`config.mk`:
```
export PLATFORM = sky130hd
export DESIGN_NAME = ttt_board_ctrl
export DESIGN_NICKNAME = d
export VERILOG_FILES = /design/src/rtl/ttt_pkg.sv /design/src/rtl/ttt_line_detect.sv /design/src/rtl/ttt_board_ctrl.sv
export SDC_FILE = /design/constraint.sdc
export NUM_CORES = 1
export LEC_CHECK = 0
export ABC_AREA = 1
export ABC_CLOCK_PERIOD_IN_PS = 1700
export BUFFER_PORTS_ARGS = -buffer_cell sky130_fd_sc_hd__clkbuf_2
export CORE_UTILIZATION = 50
export CTS_CLUSTER_SIZE = 40
export DETAILED_ROUTE_END_ITERATION = 16
export PLACE_DENSITY = 0.76
export SLEW_MARGIN = 20
export SYNTH_ARGS = -nofsm -noshare
export SYNTH_HDL_FRONTEND = slang
export SYNTH_SLANG_ARGS = --single-unit
```
`constraint.sdc`:
```
create_clock -name clock -period 1.7 [get_ports clock]
set_input_delay 0.34 -clock clock [delete_from_list [all_inputs] [get_ports clock]]
set_output_delay 0.34 -clock clock [all_outputs]
set_load 0.02 [all_outputs]
```
`src/rtl/ttt_pkg.sv`:
```
// rtl/ttt_pkg.sv - shared types, win-line masks and board helpers for the tic-tac-toe controller
package ttt_pkg;

  typedef logic [8:0] board_t;

  localparam int N_LINES = 8;

  localparam board_t WIN_LINES [N_LINES] = '{
    9'h007, 9'h038, 9'h1C0,
    9'h049, 9'h092, 9'h124,
    9'h111, 9'h054
  };

  typedef enum logic [2:0] {
    ST_IDLE,
    ST_P_WAIT,
    ST_C_EVAL,
    ST_O_CHECK,
    ST_DONE
  } state_t;

  function automatic logic is_onehot(input board_t v);
    return (v != '0) && ((v & (v - 9'd1)) == '0);
  endfunction

  function automatic logic has_line(input board_t b);
    logic hit;
    hit = 1'b0;
    for (int i = 0; i < N_LINES; i++) begin
      if ((b & WIN_LINES[i]) == WIN_LINES[i]) hit = 1'b1;
    end
    return hit;
  endfunction

endpackage

```
`src/rtl/ttt_line_detect.sv`:
```
// rtl/ttt_line_detect.sv - combinational check that one side's cells cover any win line
module ttt_line_detect
  import ttt_pkg::*;
(
  input  board_t i_board,
  output logic   o_won
);

  assign o_won = has_line(i_board);

endmodule

```
`src/rtl/ttt_board_ctrl.sv`:
```
// rtl/ttt_board_ctrl.sv - registered board, turn sequencing, move commit and result detection
module ttt_board_ctrl
  import ttt_pkg::*;
(
  input  logic       clock,
  input  logic       reset_n,
  input  logic       new_game,
  input  logic       comp_first,
  input  logic       player_valid,
  input  logic [8:0] player_move,
  input  logic [8:0] comp_move,
  output logic [8:0] xs,
  output logic [8:0] os,
  output logic       player_turn,
  output logic       win_x,
  output logic       win_o,
  output logic       draw,
  output logic       illegal,
  output logic       comp_fault,
  output logic [3:0] move_count
);

  state_t     r_state, w_state;
  board_t     r_xs, w_xs;
  board_t     r_os, w_os;
  logic [3:0] r_cnt, w_cnt;
  logic       r_wx, w_wx;
  logic       r_wo, w_wo;
  logic       r_dr, w_dr;
  logic       r_ill, w_ill;
  logic       r_ft, w_ft;
  logic       r_pt, w_pt;

  board_t     w_occ;
  logic       w_x_won;
  logic       w_o_won;

  assign w_occ = r_xs | r_os;

  ttt_line_detect u_det_x (.i_board(r_xs), .o_won(w_x_won));
  ttt_line_detect u_det_o (.i_board(r_os), .o_won(w_o_won));

  always_ff @(posedge clock or negedge reset_n) begin
    if (!reset_n) begin
      r_state <= ST_IDLE;
      r_xs    <= '0;
      r_os    <= '0;
      r_cnt   <= '0;
      r_wx    <= 1'b0;
      r_wo    <= 1'b0;
      r_dr    <= 1'b0;
      r_ill   <= 1'b0;
      r_ft    <= 1'b0;
      r_pt    <= 1'b0;
    end else begin
      r_state <= w_state;
      r_xs    <= w_xs;
      r_os    <= w_os;
      r_cnt   <= w_cnt;
      r_wx    <= w_wx;
      r_wo    <= w_wo;
      r_dr    <= w_dr;
      r_ill   <= w_ill;
      r_ft    <= w_ft;
      r_pt    <= w_pt;
    end
  end

  always_comb begin
    w_state = r_state;
    w_xs    = r_xs;
    w_os    = r_os;
    w_cnt   = r_cnt;
    w_wx    = r_wx;
    w_wo    = r_wo;
    w_dr    = r_dr;
    w_ft    = r_ft;
    w_ill   = 1'b0;

    if (new_game) begin
      w_xs    = '0;
      w_os    = '0;
      w_cnt   = '0;
      w_wx    = 1'b0;
      w_wo    = 1'b0;
      w_dr    = 1'b0;
      w_ft    = 1'b0;
      w_state = comp_first ? ST_C_EVAL : ST_P_WAIT;
    end else begin
      case (r_state)
        ST_P_WAIT: begin
          if (player_valid) begin
            if (is_onehot(player_move) && ((player_move & w_occ) == '0)) begin
              w_xs    = r_xs | player_move;
              w_cnt   = r_cnt + 4'd1;
              w_state = ST_C_EVAL;
            end else begin
              w_ill = 1'b1;
            end
          end
        end
        // X win and full board take precedence over whatever the selector offers
        ST_C_EVAL: begin
          if (w_x_won) begin
            w_wx    = 1'b1;
            w_state = ST_DONE;
          end else if (r_cnt == 4'd9) begin
            w_dr    = 1'b1;
            w_state = ST_DONE;
          end else if (is_onehot(comp_move) && ((comp_move & w_occ) == '0)) begin
            w_os    = r_os | comp_move;
            w_cnt   = r_cnt + 4'd1;
            w_state = ST_O_CHECK;
          end else begin
            w_ft    = 1'b1;
            w_state = ST_DONE;
          end
        end
        ST_O_CHECK: begin
          if (w_o_won) begin
            w_wo    = 1'b1;
            w_state = ST_DONE;
          end else if (r_cnt == 4'd9) begin
            w_dr    = 1'b1;
            w_state = ST_DONE;
          end else begin
            w_state = ST_P_WAIT;
          end
        end
        default: begin
        end
      endcase
    end

    w_pt = (w_state == ST_P_WAIT);
  end

  assign xs          = r_xs;
  assign os          = r_os;
  assign move_count  = r_cnt;
  assign win_x       = r_wx;
  assign win_o       = r_wo;
  assign draw        = r_dr;
  assign illegal     = r_ill;
  assign comp_fault  = r_ft;
  assign player_turn = r_pt;

endmodule

```
==> summary.txt <==
Run status
  • Status: finished, violations left
  • Failing checks: negative setup slack

Die
  • Chip width: 65.48 um
  • Num ports: just over 50
  • Die Footprint: roughly 4300 sq um
  • Chip Height: between 60 and 70 um
  • Row count: 22
  • Starting Density: a little over half
  • Core area: about 3800 sq um

Timing
  • Max Fclk: approximately 570 MHz
  • Final hold vios: 0
  • Final setup fails: 6
  • Slew headroom: between 70% and 80%
  • Worst-margin pin slew: 0.4300 ns
  • Worst-case clock skew: 0.005020 ns
  • Final slew viol count: 0
  • RSZ-0062 raised after global routing: yes
  • Fin crit period: roughly 1.7 ns
  • Setup tns final: -0.1108 ns
  • Final setup margin: -0.04922 ns
  • Fin Hold WS: approximately 0.3 ns
  • Crit share post-route: 102.9%

CTS
  • Clock Path Buffers: 2
  • CTS H-tree depth: 2
  • CTS Root Buffer Type: clkbuf_8
  • TritonCTS Buffers: 5
  • Clock transition at path regs: 0.07 ns
  • # clock sinks: 31
  • Worst skew pair latency: a little under 0.3 ns
  • CTS tree: yes

Detailed routing
  • WL per Instance: ~14 um
  • Routed vias: 2348
  • Number of routed nets with antenna violations: 0
  • Vias/cell: approximately 5.4
  • Number of remaining DRC errors: 0
  • DR iter-0 viols: ~320
  • DRT Wirelength: roughly 6.2 mm
  • DRT Pass-1 Iters: 6

Power
  • Worst VDD drop: 496.4 uV
  • Total power: 1886 uW
  • Leak Pwr: roughly 0.0015 uW
  • PD cells: approximately 650 nW/um^2

Setup path
  • Path type of the worst setup path: reg -> reg
  • Setup crit end kind: register
  • CP startpoint kind: register
  • CP Max Fanout: 5
  • CP arrival: 1.92 ns
  • Data required time of the worst path: 1.87 ns

Yosys
  • Distinct cell type count after synthesis: 28
  • Most frequent cell after synthesis: nand2_1
  • Top cell type by total area after synthesis: dfrtp_1
  • Post-synth EDFFs: 0
  • Synth Area in Compound Gates: 15.59%
  • Ys Warns: 0
  • #FFs+latches synth: 31
  • Register area share after synthesis: between 30% and 40%
  • Post-synth net total: about 320
  • Synth Area per Inst: 6.899 sq um
  • Commonest cells post-synth: 76 x nand2_1, 43 x nor2_1, 36 x inv_1
  • Post-synthesis adder-cell area fraction: about 1.2%
  • Post-synthesis mux area share: 0%
  • Largest family of logic cells by synthesized area: simple AND/OR/NAND/NOR gates
  • Mapped cell area: approximately 2000 sq um
  • Dominant synthesized flop cell: dfrtp_1
  • FFs w/ async S/R, synth: 100.0%
  • Synth area leaders: dfrtp_1 39%, nand2_1 14%, nor2_1 8.0%
  • Post-synth top area share: between 30% and 40%
  • Cell count after synthesis: 292
  • Area share of and/or/nand/nor cells after synthesis: between 30 and 40%
  • Post-synthesis xor/xnor area fraction: 0%

Job
  • Number of max-cap violations: 0

Worst hold path
  • Min-delay worst type: in -> reg

Global routing
  • Largest net degree at the start of global routing: 18
  • First-pass GRT wire length: slightly below 10 mm
  • Vias in the first global route: between 2000 and 2500
  • Overall global routing resource usage: a little under a third
  • Total grt overflow: 0
  • Initial antenna violation count: 0

Placement
  • Port bufs: 50
  • GP Congestion: around 0.96
  • DP Wirelength: about 4.4 mm

Cells and area
  • Diode count: 0
  • Nets: 410
  • Area grow syn2layout: 43.11%
  • Layout cells sized above 1: approximately two fifths
==> final cells by class <==
cell class                      count  area [sq um]
Timing Repair Buffer               89         581.8
Multi-Input combinational cell    216          1216
Clock buffer                        7         76.32
Inverter                           42         162.7
Sequential cell                    31         780.7
Fill cell                         271         888.4
Clock inverter                      1         5.005
Tap cell                           48         60.06
==> sequential cells by signal (all words and copies together), names as in the netlist, 3 cells and up <==
signal / count
xs: 9
r_state: 3
move_count: 4
os: 9
==> layout by cell type (no fill, tap or decap), drive strengths merged, types with 2 or more instances in the layout <==
cell,instances
o21ai,22
nor3,4
nand3,18
o21a,6
clkbuf,57
buf,38
clkinv,2
a21oi,26
dfrtp,31
nor2,49
nand4,4
o22ai,4
nand2,79
inv,41
ha,2
==> through the flow <==
step | setup WS [ns] | utilization, % | cell area, sq um | cells
after floorplan | 0.02445 | - | 2014 | 292
after global placement | -0.04107 | 67.78 | 2556 | 416
after detailed placement | -0.1005 | 67.78 | 2556 | 416
after CTS | -0.001605 | 71.27 | 2688 | 425
after global routing | -0.1582 | 76.44 | 2883 | 434
final | -0.04922 | 76.44 | 2883 | 434
==> where the power goes <==
part           switching [uW]  internal, uW  total [uW]
combinational             324           189         513
sequential               31.5           770         802
clock                     284           287         571
total                     640          1250        1890
==> timing repair <==
action | 4_1_cts | 5_1_grt
pin swaps | 3 | 14
setup endpoints to repair | 20 | 26
setup buffers | 0 | 9
hold buffers | 1 | 0
resized for setup | 12 | 51
endpoints found under the hold margin | 14 | 0
==> final timing paths <==
path                            startpoint            end  slack [ns]  cells past startpoint
worst max-delay path                 xs[0]  move_count[1]       -0.05                      9
max in group asynchronous          reset_n          xs[1]        0.73                      3
worst max register to register       xs[0]  move_count[1]       -0.05                      9
min in group asynchronous          reset_n          os[1]        0.52                      2
worst min register to register        draw           draw        0.52                      2
worst min-delay path            comp_first     r_state[1]        0.30                      3
==> metal layers <==
layer / GRT usage [%] / routed length, um
met3: 5.382 / 443
met2: 47.04 / 2901
met4: 9.783 / 96
met1: 42.54 / 2788
met5: 0 / 0
==> cell families (layout without fill, tap and decap cells) <==
| kind of cell | after synthesis | after routing |
|---|---|---|
| compound gates | 58 | 58 |
| fa+ha+maj | 2 | 2 |
| buf+inv | 45 | 139 |
| flops | 31 | 31 |
| simple gates | 156 | 156 |
==> worst max-delay path: stages, from the launching register on <==
cell     delay [ns]
dfrtp_1        0.43
o21ai_1        0.15
nand2_1        0.08
nor2_1         0.12
nand2_1        0.10
nor2_4         0.15
nand3_4        0.15
a21oi_4        0.20
nand3_1        0.10
and3_1         0.16
Note: power is estimated with default switching activity, not from simulation.
